File: src/rtl/hazard_stall_ctrl.sv
// Load-use / multiply-occupancy / branch-flush sequencer for the 5-stage DLX pipeline.
// Optional HAZARD_STATS_EN adds saturating StallCycles and FlushCount counters.
module hazard_stall_ctrl #(
    parameter int unsigned MUL_LATENCY = 4,
    parameter logic [5:0]  MUL_FUNC    = 6'h0e,
    parameter logic [5:0]  MULU_FUNC   = 6'h16
) (
    input  logic        clk,
    input  logic        reset,
    input  logic [0:5]  IDRs1,
    input  logic [0:5]  IDRs2,
    input  logic        IDUsesRs2,
    input  logic [0:5]  EXERd,
    input  logic [0:5]  EXEOpCode,
    input  logic [0:5]  EXEFunction,
    input  logic        BranchTaken,
    output logic        PCWrite,
    output logic        IFIDWrite,
    output logic        IFIDFlush,
    output logic        IDEXEWrite,
    output logic        IDEXEBubble,
    output logic        EXEMEMBubble,
    output logic        MulBusy
`ifdef HAZARD_STATS_EN
    ,
    output logic [0:31] StallCycles,
    output logic [0:15] FlushCount
`endif
);

    typedef enum logic {RUN, MUL_WAIT} state_t;

    // Entry cycle is itself a freeze cycle, so the counter covers the remaining MUL_LATENCY-2.
    localparam bit         MUL_STALL_EN = (MUL_LATENCY > 1);
    localparam logic [3:0] MUL_LOAD     = MUL_STALL_EN ? 4'(MUL_LATENCY - 2) : 4'd0;

    state_t      r_state, w_state_nxt;
    logic [3:0]  r_mul_cnt, w_mul_cnt_nxt;
    logic        w_is_load, w_is_mul, w_load_use;

    assign w_is_load  = (EXEOpCode >= 6'h20) && (EXEOpCode <= 6'h25);
    assign w_is_mul   = MUL_STALL_EN && (EXEOpCode == 6'h00) &&
                        ((EXEFunction == MUL_FUNC) || (EXEFunction == MULU_FUNC));
    assign w_load_use = w_is_load && (EXERd != 6'd0) &&
                        ((EXERd == IDRs1) || (IDUsesRs2 && (EXERd == IDRs2)));

    always_ff @(posedge clk or posedge reset) begin
        if (reset) begin
            r_state   <= RUN;
            r_mul_cnt <= 4'd0;
        end else begin
            r_state   <= w_state_nxt;
            r_mul_cnt <= w_mul_cnt_nxt;
        end
    end

    always_comb begin
        w_state_nxt   = r_state;
        w_mul_cnt_nxt = r_mul_cnt;
        PCWrite       = 1'b1;
        IFIDWrite     = 1'b1;
        IFIDFlush     = 1'b0;
        IDEXEWrite    = 1'b1;
        IDEXEBubble   = 1'b0;
        EXEMEMBubble  = 1'b0;
        MulBusy       = 1'b0;
        if (reset) begin
            w_state_nxt   = RUN;
            w_mul_cnt_nxt = 4'd0;
        end else begin
            case (r_state)
                RUN: begin
                    if (BranchTaken) begin
                        IFIDFlush   = 1'b1;
                        IDEXEBubble = 1'b1;
                    end else if (w_is_mul) begin
                        PCWrite       = 1'b0;
                        IFIDWrite     = 1'b0;
                        IDEXEWrite    = 1'b0;
                        EXEMEMBubble  = 1'b1;
                        MulBusy       = 1'b1;
                        w_mul_cnt_nxt = MUL_LOAD;
                        w_state_nxt   = MUL_WAIT;
                    end else if (w_load_use) begin
                        PCWrite     = 1'b0;
                        IFIDWrite   = 1'b0;
                        IDEXEBubble = 1'b1;
                    end
                end
                MUL_WAIT: begin
                    // EXE is occupied by the multiply, so branch and load-use are not evaluated.
                    if (r_mul_cnt != 4'd0) begin
                        PCWrite       = 1'b0;
                        IFIDWrite     = 1'b0;
                        IDEXEWrite    = 1'b0;
                        EXEMEMBubble  = 1'b1;
                        MulBusy       = 1'b1;
                        w_mul_cnt_nxt = r_mul_cnt - 4'd1;
                    end else begin
                        w_state_nxt = RUN;
                    end
                end
                default: w_state_nxt = RUN;
            endcase
        end
    end

`ifdef HAZARD_STATS_EN
    always_ff @(posedge clk or posedge reset) begin
        if (reset) begin
            StallCycles <= '0;
            FlushCount  <= '0;
        end else begin
            if (!PCWrite && (StallCycles != '1))
                StallCycles <= StallCycles + 32'd1;
            if (IFIDFlush && (FlushCount != '1))
                FlushCount <= FlushCount + 16'd1;
        end
    end
`endif

endmodule
File: config.mk
export PLATFORM = sky130hd
export DESIGN_NAME = hazard_stall_ctrl
export DESIGN_NICKNAME = d
export VERILOG_FILES = /design/src/rtl/hazard_stall_ctrl.sv
export SDC_FILE = /design/constraint.sdc
export NUM_CORES = 1
export LEC_CHECK = 0
export BUFFER_PORTS_ARGS = -buffer_cell sky130_fd_sc_hd__buf_4
export CORE_UTILIZATION = 35
export DETAILED_ROUTE_END_ITERATION = 8
export HOLD_SLACK_MARGIN = 0.06
export PLACE_DENSITY_LB_ADDON = 0.2
export REMOVE_ABC_BUFFERS = 1
export SYNTH_ARGS = -nofsm -noshare
export SYNTH_HDL_FRONTEND = slang
export SYNTH_SLANG_ARGS = --single-unit
File: constraint.sdc
create_clock -name clk -period 1.6 [get_ports clk]
set_clock_uncertainty 0.1 [all_clocks]
set_input_delay 0.16 -clock clk [delete_from_list [all_inputs] [get_ports clk]]
set_output_delay 0.16 -clock clk [all_outputs]
set_load 0.02 [all_outputs]
==> results of run 1 <==
## worst min-delay path by stage
stage                                     endpoint  slack (ns)  depth (start not counted)
after floorplan           r_mul_cnt[0]$_DFFE_PP0P_       -0.14                          1
after global placement           r_state$_DFF_PP0_        0.05                          2
after detailed placement         r_state$_DFF_PP0_        0.06                          2
after CTS                        r_state$_DFF_PP0_        0.09                          2
after global routing      r_mul_cnt[0]$_DFFE_PP0P_        0.14                          2
final                     r_mul_cnt[0]$_DFFE_PP0P_        0.14                          2
## sequential cells by signal, indices dropped and copies added (netlist names)
name and count:
r_state 1, r_mul_cnt 4
## cell usage after synthesis
master	count
xnor2_1	12
inv_1	6
dfrtp_1	5
a21oi_1	3
nand4_1	3
nor2_1	3
nor3b_1	3
a31oi_1	2
buf_2	2
buf_4	2
ha_1	2
nand2_1	2
nor4b_1	2
o32ai_1	2
a211oi_1	1
a21o_1	1
a41oi_1	1
mux2_2	1
mux2i_1	1
nand3_1	1
nor2b_1	1
nor3_1	1
nor3_2	1
nor4_1	1
o211ai_2	1
o21a_1	1
o22ai_1	1
o31ai_1	1
or2_2	1
or4_4	1
xor2_1	1
## metrics by stage
| step | hold WS [ns] | setup slack, ns | utilization |
|---|---|---|---|
| 3_5_place_dp | 0.0579 | -0.163 | 0.620 |
| 3_3_place_gp | 0.0547 | -0.141 | 0.620 |
| 6_report | 0.144 | -0.381 | 0.733 |
| 2_1_floorplan | -0.145 | -0.619 | - |
| 5_1_grt | 0.138 | -0.472 | 0.733 |
| 4_1_cts | 0.0856 | -0.341 | 0.694 |
## per-layer routing
layer | GRT usage | share of wire | up-vias
li1 | - | - | 345
met1 | 0.231 | 0.40 | 326
met2 | 0.413 | 0.54 | 31
met3 | 0.0690 | 0.060 | 0
met4 | 0.0313 | 0 | 0
met5 | 0 | 0 | -
## worst max-delay path, delay by kind of cell, from the launching register on
family,cells,cell delay [ns]
buffers and inverters,2,0.24
AND/OR/NAND/NOR,2,0.35
adder cells (fa/ha/maj),1,0.15
multiplexers,1,0.30
AO/OA/AOI/OAI,1,0.06
flip-flops,1,0.38
## logic make-up after synthesis
group / count (synthesis)
AOI/OAI and AO/OA: 14
muxes: 2
xor gates and xnor gates: 13
DFF: 5
buffers and inverters: 10
adders and majority gates: 2
and+or+nand+nor: 20
## power groups by stage
stage,logic (uW),registers [uW],clock network [uW]
global route,179,127,159
floorplan,53.9,129,0
finish,166,127,144
CTS,160,127,150
global placement,146,129,0
detailed placement,148,129,0
## area by class of cell
cell class                      instances  area share
Multi-Input combinational cell         51       0.448
Timing Repair Buffer                   54       0.376
Sequential cell                         5       0.113
Tap cell                               16      0.0181
Clock buffer                            4      0.0238
Inverter                                6      0.0204
## timing repair
action	CTS	global route
setup endpoints to repair	6	11
pin swaps	4	0
endpoints found under the hold margin	5	0
resized for setup	14	7
hold buffers	1	0
buffers inserted	1	2
==> results by group, run 1 <==
Pwr
  – Sw Share: 0.266
  – Pint: 321 uW
  – Leakage power: 0.000492 uW
  – PD cells: 395 nW/um2
  – Max IR drop VDD: 0.000384 V
  – P_sw: 116 uW
  – Clock power frac: 0.330
  – Comb pwr share: 0.379
  – Total power: 437 uW
  – Seq pwr share: 0.291

Finish
  – Layout cells sized above 1: 0.600
  – Most common cell after layout, fill and taps aside: buf_4
  – Final Non-Filler Cells: 136
  – Layout fillers: 120
  – Diodes inserted: 0
  – Multi-input logic area: 495 um2
  – NumNets Final: 157
  – Sequential cell area: 125 um2
  – Finished Cell Area: 1100 um2
  – Most frequent cells in the layout: buf_4, xnor2_1, dfrtp_1
  – Area grow syn2layout: 96.2%

Synthesis
  – #FFs+latches synth: 5
  – Area of the mapped netlist: 563 um2
  – Main area contributors after synthesis: dfrtp_1, xnor2_1, ha_1
  – Largest family of logic cells by synthesized area: simple AND/OR/NAND/NOR gates
  – Multiplexer area fraction after synthesis: 0.0378
  – Post-synth top area cell: dfrtp_1
  – Register area share after synthesis: 0.222
  – Warnings from Yosys: 0
  – Mapped Avg Cell Area: 8.53 um2
  – XOR/XNOR Fraction of Synth Area: 0.202
  – Adder-cell area share of the yosys netlist: 0.0444
  – Synth Area in Compound Gates: 0.182
  – Synth top area share: 0.222
  – Netlist cell types: 31
  – Syn Inst Count: 66
  – Post-Synth Simple-Gate Area: 0.227

STA
  – Unrepaired setup endpoints after global routing: true
  – Rel. slew slack: 0.718
  – Highest clock rate: 505 MHz
  – Final Hold Viols: 0
  – Fin crit share: 1.24
  – Final setup violation count: 10
  – Max-slew violations: 0
  – Sum Neg Setup Slack: -2.05 ns
  – Setup ws final: -0.381 ns
  – Tmin final: 1.98 ns
  – Worst-Margin Slew: 0.421 ns

Global routing
  – Pin count of the biggest net entering global routing: 10
  – Vias in the first global route: 736
  – Initial antenna violation count: 0
  – First-pass GRT wire length: 2930 um
  – GRT Overall Usage: 0.215
  – GRT Residual Overflow: 0

Routing
  – Drt first pass iters: 4
  – Routed wire per std cell: 12.9 um
  – Via density: 5.16
  – Routed WL: 1760 um
  – DRC viols: 0
  – Vias: 702
  – ANT nets after route: 0
  – DRT iter0 DRCs: 6

Place
  – Dpl hpwl: 1290 um
  – Post-Place Cells: 128
  – Port Buffer Count: 40
  – Final GP Congestion: 0.836
  – Dpl cell area: 933 um2

Critical path
  – RR Startpoint: r_mul_cnt[1]$_DFFE_PP0P_
  – Setup crit end: IFIDWrite
  – Worst EP arrival: 1.72 ns
  – Slowest-stage cell, CP: dfrtp_1
  – Cell count of the worst reg-to-reg path: 6
  – Critical Path Start Type: register
  – CP cell instances: inv_2 -> ha_4 -> nor3b_4 -> mux2_4 -> nor3_4 -> a21oi_2 -> buf_4
  – Slowest stage delay, CP: 0.38 ns
  – Setup crit start: r_mul_cnt[1]$_DFFE_PP0P_
  – Crit. End Element: primary output
  – Worst path required time: 1.34 ns
  – Flop-to-flop setup slack: -0.04 ns
  – Critical path peak fanout: 5
  – R2r endpoint: r_mul_cnt[2]$_DFFE_PP0P_
  – Crit path kind: register to primary output

Floorplanning
  – Die Area: 1770 um2
  – Top-Level Pins: 41
  – Die height: 42.1 um
  – Row count: 14
  – Initial Util: 0.374
  – Die Wd: 42.1 um
  – Core ar.: 1510 um2

Clock network
  – TritonCTS clock tree: done
  – Clk_lat worst skew: 0.24 ns
  – H-tree levels: 1
  – TritonCTS Buffers: 3
  – Clk pin slew, worst setup/hold paths: 0.04 ns
  – Clk sinks: 5
  – CTS root buffer: clkbuf_4
  – Clock buffer depth: 2

Hold path
  – Hold wc startpoint: reset
  – Hold Path Class: input port to register

Outcome
  – Status: complete, but fails checks
  – Failing checks: negative setup slack

Run
  – Max cap viols: 0
(Power assumes the default switching activity.)
==> inputs of run 2 (changes only) <==
CORE_UTILIZATION = 36   (was 35)
clock period = 2.01 ns   (was 1.6 ns; I/O delays follow)
==> run 2 against run 1 <==
Effect of this change:
- the run still ends with negative setup slack left
- cell area decreased by 6.9%
- critical path depth unchanged
- routed wire length decreased by 1.6%
- sequential cell count unchanged
- first-iteration DRC count increased by 120%
- largest power group is now clock
- highest routed layer is now met4
==> results by group, run 2 (same netlist as run 1, synthesis figures left out) <==
Critical path
  – Slowest stage delay, CP: 0.36 ns (was 0.38 ns)
  – Critical Path Start Type: register (unchanged)
  – Flop-to-flop setup slack: 0.08 ns (was -0.04 ns)
  – Slowest-stage cell, CP: dfrtp_1 (unchanged)
  – Worst path buffer plus inverter count: 2 (unchanged)
  – Worst EP arrival: 1.71 ns (was 1.72 ns)
  – Worst path required time: 1.71 ns (was 1.34 ns)
  – Crit. End Element: primary output (unchanged)
  – Cell count of the worst reg-to-reg path: 10 (was 6)
  – CP top delay family: flip-flops (unchanged)
  – Cell count along the critical path: 7 (unchanged)
  – CP cell instances: inv_2 -> ha_4 -> nor3b_4 -> mux2_4 -> nor3_4 -> a21oi_2 -> buf_4 (unchanged)
  – Critical path peak fanout: 5 (unchanged)
  – Crit path kind: register to primary output (unchanged)
  – R2r endpoint: r_mul_cnt[1]$_DFFE_PP0P_ (was r_mul_cnt[2]$_DFFE_PP0P_)
  – RR Startpoint: r_mul_cnt[0]$_DFFE_PP0P_ (was r_mul_cnt[1]$_DFFE_PP0P_)

STA
  – Rel. slew slack: 0.749 (was 0.718)
  – Tmin final: 2.01 ns
  – Final setup violation count: 2 (was 10)
  – Final Hold Viols: 0 (unchanged)
  – Max-slew violations: 0 (unchanged)
  – Setup ws final: -0.00429 ns (was -0.381 ns)
  – Fin crit share: 1.00
  – Unrepaired setup endpoints after global routing: true (unchanged)
  – Highest clock rate: 496 MHz
  – Worst-Margin Slew: 0.372 ns (was 0.421 ns)
  – Sum Neg Setup Slack: -0.00849 ns (was -2.05 ns)

Routing
  – DRC viols: 0 (unchanged)
  – Via density: 5.31 (was 5.16)
  – DRT iter0 DRCs: 13 (was 6)
  – Routed wire per std cell: 13.2 um (was 12.9 um)
  – Routed WL: 1730 um (was 1760 um)
  – Vias: 695 (was 702)
  – Drt first pass iters: 4 (unchanged)
  – ANT nets after route: 0 (unchanged)

Global routing
  – Vias in the first global route: 673 (was 736)
  – GRT Overall Usage: 0.210 (was 0.215)
  – Pin count of the biggest net entering global routing: 10 (unchanged)
  – GRT Residual Overflow: 0 (unchanged)
  – Initial antenna violation count: 0 (unchanged)
  – First-pass GRT wire length: 2770 um (was 2930 um)

Finish
  – Area grow syn2layout: 82.7% (was 96.2%)
  – Most frequent cells in the layout: buf_4, xnor2_1, dfrtp_1 (unchanged)
  – Max reg flops: 4 (unchanged)
  – Diodes inserted: 0 (unchanged)
  – Most common cell after layout, fill and taps aside: buf_4 (unchanged)
  – Largest registers: r_mul_cnt: 4 flops, r_state: 1 flops (unchanged)
  – NumNets Final: 153 (was 157)
  – Final Non-Filler Cells: 131 (was 136)
  – Layout cells sized above 1: 0.569 (was 0.600)
  – Final Util: 0.744 (was 0.733)
  – Layout fillers: 99 (was 120)
  – Reg with most FFs: r_mul_cnt (unchanged)

Place
  – Dpl hpwl: 1220 um (was 1290 um)
  – Post-Place Cells: 117 (was 128)
  – Port Buffer Count: 40 (unchanged)
  – Final GP Congestion: 0.830 (was 0.836)

Floorplanning
  – Die Area: 1730 um2 (was 1770 um2)
  – Die height: 41.5 um (was 42.1 um)
  – Initial Util: 0.407 (was 0.374)
  – Core ar.: 1380 um2 (was 1510 um2)
  – Top-Level Pins: 41 (unchanged)
  – Row count: 13 (was 14)
  – Die Wd: 41.5 um (was 42.1 um)

Clock network
  – Clock buffer depth: 2 (unchanged)
  – Clk sinks: 5 (unchanged)
  – CTS root buffer: clkbuf_4 (unchanged)
  – TritonCTS clock tree: done (unchanged)
  – H-tree levels: 1 (unchanged)
  – Clk pin slew, worst setup/hold paths: 0.04 ns (about the same)
  – Clk_lat worst skew: 0.25 ns (was 0.24 ns)
  – TritonCTS Buffers: 3 (unchanged)

Outcome
  – Failing checks: negative setup slack (unchanged)
  – Status: complete, but fails checks (unchanged)

Run
  – Max cap viols: 0 (unchanged)

Hold path
  – Hold Path Class: input port to register (unchanged)
  – Hold path depth: 3 (was 2)
  – WHS Endpoint: r_state$_DFF_PP0_ (was r_mul_cnt[0]$_DFFE_PP0P_)
  – Hold wc startpoint: BranchTaken (was reset)

Pwr
  – Max IR drop VDD: 0.000325 V (was 0.000384 V)
  – Leakage power: 0.000453 uW (was 0.000492 uW)
  – PD cells: 327 nW/um2 (was 395 nW/um2)
## run 2: stage by stage
step,worst slack (ns),power [uW],hold slack [ns],cell area (um2)
global route,-0.122,362,0.231,1030
detailed placement,0.138,214,0.0928,857
CTS,-0.0554,338,0.203,987
floorplan,-0.250,145,-0.104,538
finish,-0.00429,336,0.222,1030
global placement,0.194,212,0.0942,857
## run 2: per-layer routing
layer / up-vias / routed length [um] / global-route usage
met2: 38 / 848 / 0.341
met1: 311 / 704 / 0.245
li1: 340 / - / -
met4: 0 / 42 / 0.0903
met5: - / 0 / 0
met3: 6 / 132 / 0.0783
## run 2: where the power goes
| part | total, uW | switching [uW] | internal [uW] |
|---|---|---|---|
| registers | 101 | 0.0309 | 101 |
| logic | 116 | 44.9 | 71.5 |
| clock network | 119 | 46.6 | 72.3 |
| total | 336 | 91.5 | 245 |
## run 2: layout make-up
type,count,area [um2],share of cell area
tap,15,18.8,0.0182
multi-input combinational,51,453,0.440
sequential,5,125,0.122
timing repair buffer,50,382,0.371
inverter,6,22.5,0.0219
clock inverter,1,5.00,0.00487
clock buffer,3,22.5,0.0219
## run 2: worst max path at each step
stage                                         from  slack [ns]         end
after floorplan           r_mul_cnt[0]$_DFFE_PP0P_       -0.25   IFIDWrite
after global placement    r_mul_cnt[0]$_DFFE_PP0P_        0.19     PCWrite
after detailed placement  r_mul_cnt[1]$_DFFE_PP0P_        0.14     PCWrite
after CTS                 r_mul_cnt[0]$_DFFE_PP0P_       -0.06     PCWrite
after global routing      r_mul_cnt[1]$_DFFE_PP0P_       -0.12  IDEXEWrite
final                     r_mul_cnt[0]$_DFFE_PP0P_      -0.004     PCWrite
## run 2: worst min-delay path, stage by stage
cell    delay [ns]
buf_4         0.10
mux2_4        0.18
nor3_4        0.05
## run 2: timing repair
| action | 4_1_cts | 5_1_grt |
|---|---|---|
| pin swaps | 1 | 3 |
| buffers inserted | 9 | 1 |
| hold buffers | 1 | 0 |
| hold endpoints to repair | 5 | 0 |
| resized for setup | 8 | 6 |
| setup endpoints to repair | 5 | 8 |
==> inputs of run 3 (changes only) <==
REMOVE_ABC_BUFFERS = unset   (was 1)
==> run 3 against run 2 <==
Effect of this change:
- highest routed layer unchanged
- critical path depth did not move
- largest power group unchanged
- power rose by 0.22%
- die area did not move
- non-clock buffer count rose by 1
- global-route usage rose by 0.70 points
- the run still ends with negative setup slack left
==> results by group, run 3 (same netlist as run 1, synthesis figures left out) <==
Finish
  – Most common cell after layout, fill and taps aside: buf_4 (unchanged)
  – Most frequent cells in the layout: buf_4, xnor2_1, dfrtp_1 (unchanged)
  – Max reg flops: 4 (unchanged)
  – Area grow syn2layout: 84.4% (was 82.7%)
  – Layout cells sized above 1: 0.564 (was 0.569)
  – Largest registers: r_mul_cnt: 4 flops, r_state: 1 flops (unchanged)
  – Layout fillers: 107 (was 99)
  – Reg with most FFs: r_mul_cnt (unchanged)
  – NumNets Final: 154 (was 153)
  – Diodes inserted: 0 (unchanged)

Routing
  – Drt first pass iters: 4 (unchanged)
  – Vias: 713 (was 695)
  – ANT nets after route: 0 (unchanged)
  – DRT iter0 DRCs: 13 (unchanged)
  – Routed WL: 1900 um (was 1730 um)
  – DRC viols: 0 (unchanged)
  – Via density: 5.40 (was 5.31)
  – Routed wire per std cell: 14.4 um (was 13.2 um)

Critical path
  – Critical path peak fanout: 5 (unchanged)
  – Worst EP arrival: 1.73 ns (was 1.71 ns)
  – Slowest-stage cell, CP: dfrtp_1 (unchanged)
  – Worst path required time: 1.71 ns (about the same)
  – Crit path kind: register to primary output (unchanged)
  – CP cell instances: inv_2 -> ha_4 -> nor3b_4 -> mux2_4 -> nor3_4 -> a21oi_2 -> buf_4 (unchanged)
  – Critical Path Start Type: register (unchanged)
  – Crit. End Element: primary output (unchanged)
  – Worst path buffer plus inverter count: 2 (unchanged)
  – CP top delay family: flip-flops (unchanged)
  – Flop-to-flop setup slack: 0.04 ns (was 0.08 ns)
  – Slowest stage delay, CP: 0.37 ns (was 0.36 ns)

Floorplanning
  – Row count: 13 (unchanged)
  – Die Area: 1730 um2 (unchanged)
  – Die Wd: 41.5 um (unchanged)
  – Top-Level Pins: 41 (unchanged)
  – Die height: 41.5 um (unchanged)
  – Core ar.: 1380 um2 (unchanged)
  – Initial Util: 0.407 (unchanged)

STA
  – Final Hold Viols: 0 (unchanged)
  – Fin crit share: 1.01 (was 1.00)
  – Max-slew violations: 0 (unchanged)
  – Worst hold slack: 0.217 ns (was 0.222 ns)
  – Highest clock rate: 493 MHz (was 496 MHz)
  – Tmin final: 2.03 ns (was 2.01 ns)
  – Setup ws final: -0.0175 ns (was -0.00429 ns)
  – Rel. slew slack: 0.713 (was 0.749)
  – Worst-Margin Slew: 0.419 ns (was 0.372 ns)
  – Final setup violation count: 3 (was 2)
  – Unrepaired setup endpoints after global routing: true (unchanged)

Clock network
  – Clk pin slew, worst setup/hold paths: 0.04 ns (about the same)
  – TritonCTS Buffers: 3 (unchanged)
  – H-tree levels: 1 (unchanged)
  – Clock buffer depth: 2 (unchanged)
  – Clk sinks: 5 (unchanged)
  – TritonCTS clock tree: done (unchanged)
  – Clk_lat worst skew: 0.25 ns (about the same)
  – CTS root buffer: clkbuf_4 (unchanged)

Global routing
  – GRT Overall Usage: 0.217 (was 0.210)
  – GRT Residual Overflow: 0 (unchanged)
  – Pin count of the biggest net entering global routing: 10 (unchanged)
  – First-pass GRT wire length: 2970 um (was 2770 um)
  – Vias in the first global route: 758 (was 673)
  – Initial antenna violation count: 0 (unchanged)

Hold path
  – Hold Path Class: input port to register (unchanged)

Pwr
  – Total power: 337 uW (was 336 uW)
  – Max IR drop VDD: 0.000303 V (was 0.000325 V)
  – PD cells: 325 nW/um2 (was 327 nW/um2)
  – Leakage power: 0.000455 uW (was 0.000453 uW)

Place
  – Port Buffer Count: 40 (unchanged)
  – Final GP Congestion: 0.792 (was 0.830)
  – Dpl hpwl: 1270 um (was 1220 um)

Synthesis
  – Syn_nets: 102

Run
  – Max cap viols: 0 (unchanged)

Outcome
  – Status: complete, but fails checks (unchanged)
  – Failing checks: negative setup slack (unchanged)
## run 3: area by class of cell
class	count	area, um2	area share
Clock buffer	4	26.3	0.0253
Timing Repair Buffer	51	393	0.378
Multi-Input combinational cell	51	453	0.436
Tap cell	15	18.8	0.0181
Sequential cell	5	125	0.120
Inverter	6	22.5	0.0217
## run 3: repair_timing
item	4_1_cts	5_1_grt
gates resized for setup	8	5
pin swaps	1	3
endpoints found under the hold margin	5	0
setup endpoints to repair	5	8
buffers inserted	9	2
hold buffers	1	0
## run 3: metrics by stage
stage               setup TNS [ns]  std cells  instance area (um2)   util  worst slack, ns
global placement                 0        117                  867  0.627            0.189
CTS                         -0.157        131                  997  0.721          -0.0502
finish                     -0.0445        132                 1040  0.751          -0.0175
global route                -0.406        132                 1040  0.751           -0.110
detailed placement               0        117                  867  0.627            0.160
floorplan                        0         66                  573      -           0.0813
## run 3: final timing paths
check                                              start                        to  depth (start not counted)
worst max-delay path            r_mul_cnt[1]$_DFFE_PP0P_                   PCWrite                          7
max in group asynchronous                          reset  r_mul_cnt[3]$_DFFE_PP0P_                          3
worst max register to register  r_mul_cnt[0]$_DFFE_PP0P_  r_mul_cnt[1]$_DFFE_PP0P_                         10
worst min register to register  r_mul_cnt[3]$_DFFE_PP0P_  r_mul_cnt[3]$_DFFE_PP0P_                          2
min in group asynchronous                          reset  r_mul_cnt[0]$_DFFE_PP0P_                          3
worst min-delay path                         BranchTaken         r_state$_DFF_PP0_                          3
## run 3: worst register-to-register path, cell delays in order, from the launching register on
cell	delay (ns)
dfrtp_1	0.37
inv_2	0.07
buf_4	0.13
buf_4	0.12
buf_4	0.12
buf_4	0.12
buf_4	0.12
buf_4	0.15
ha_4	0.24
a31oi_1	0.21
o21a_1	0.15
## run 3: where the power goes
part / total [uW] / switching, uW / internal (uW)
sequential: 101 / 0.0353 / 101
combinational: 117 / 45.2 / 71.5
clock: 119 / 44.0 / 75.2
total: 337 / 89.3 / 248
## run 3: metal layers
| metal | global-route usage | share of wire | up-vias |
|---|---|---|---|
| met5 | 0 | 0 | - |
| met4 | 0.0774 | 0.0063 | 0 |
| met3 | 0.0696 | 0.063 | 2 |
| met2 | 0.356 | 0.54 | 35 |
| met1 | 0.263 | 0.39 | 335 |
| li1 | - | - | 341 |
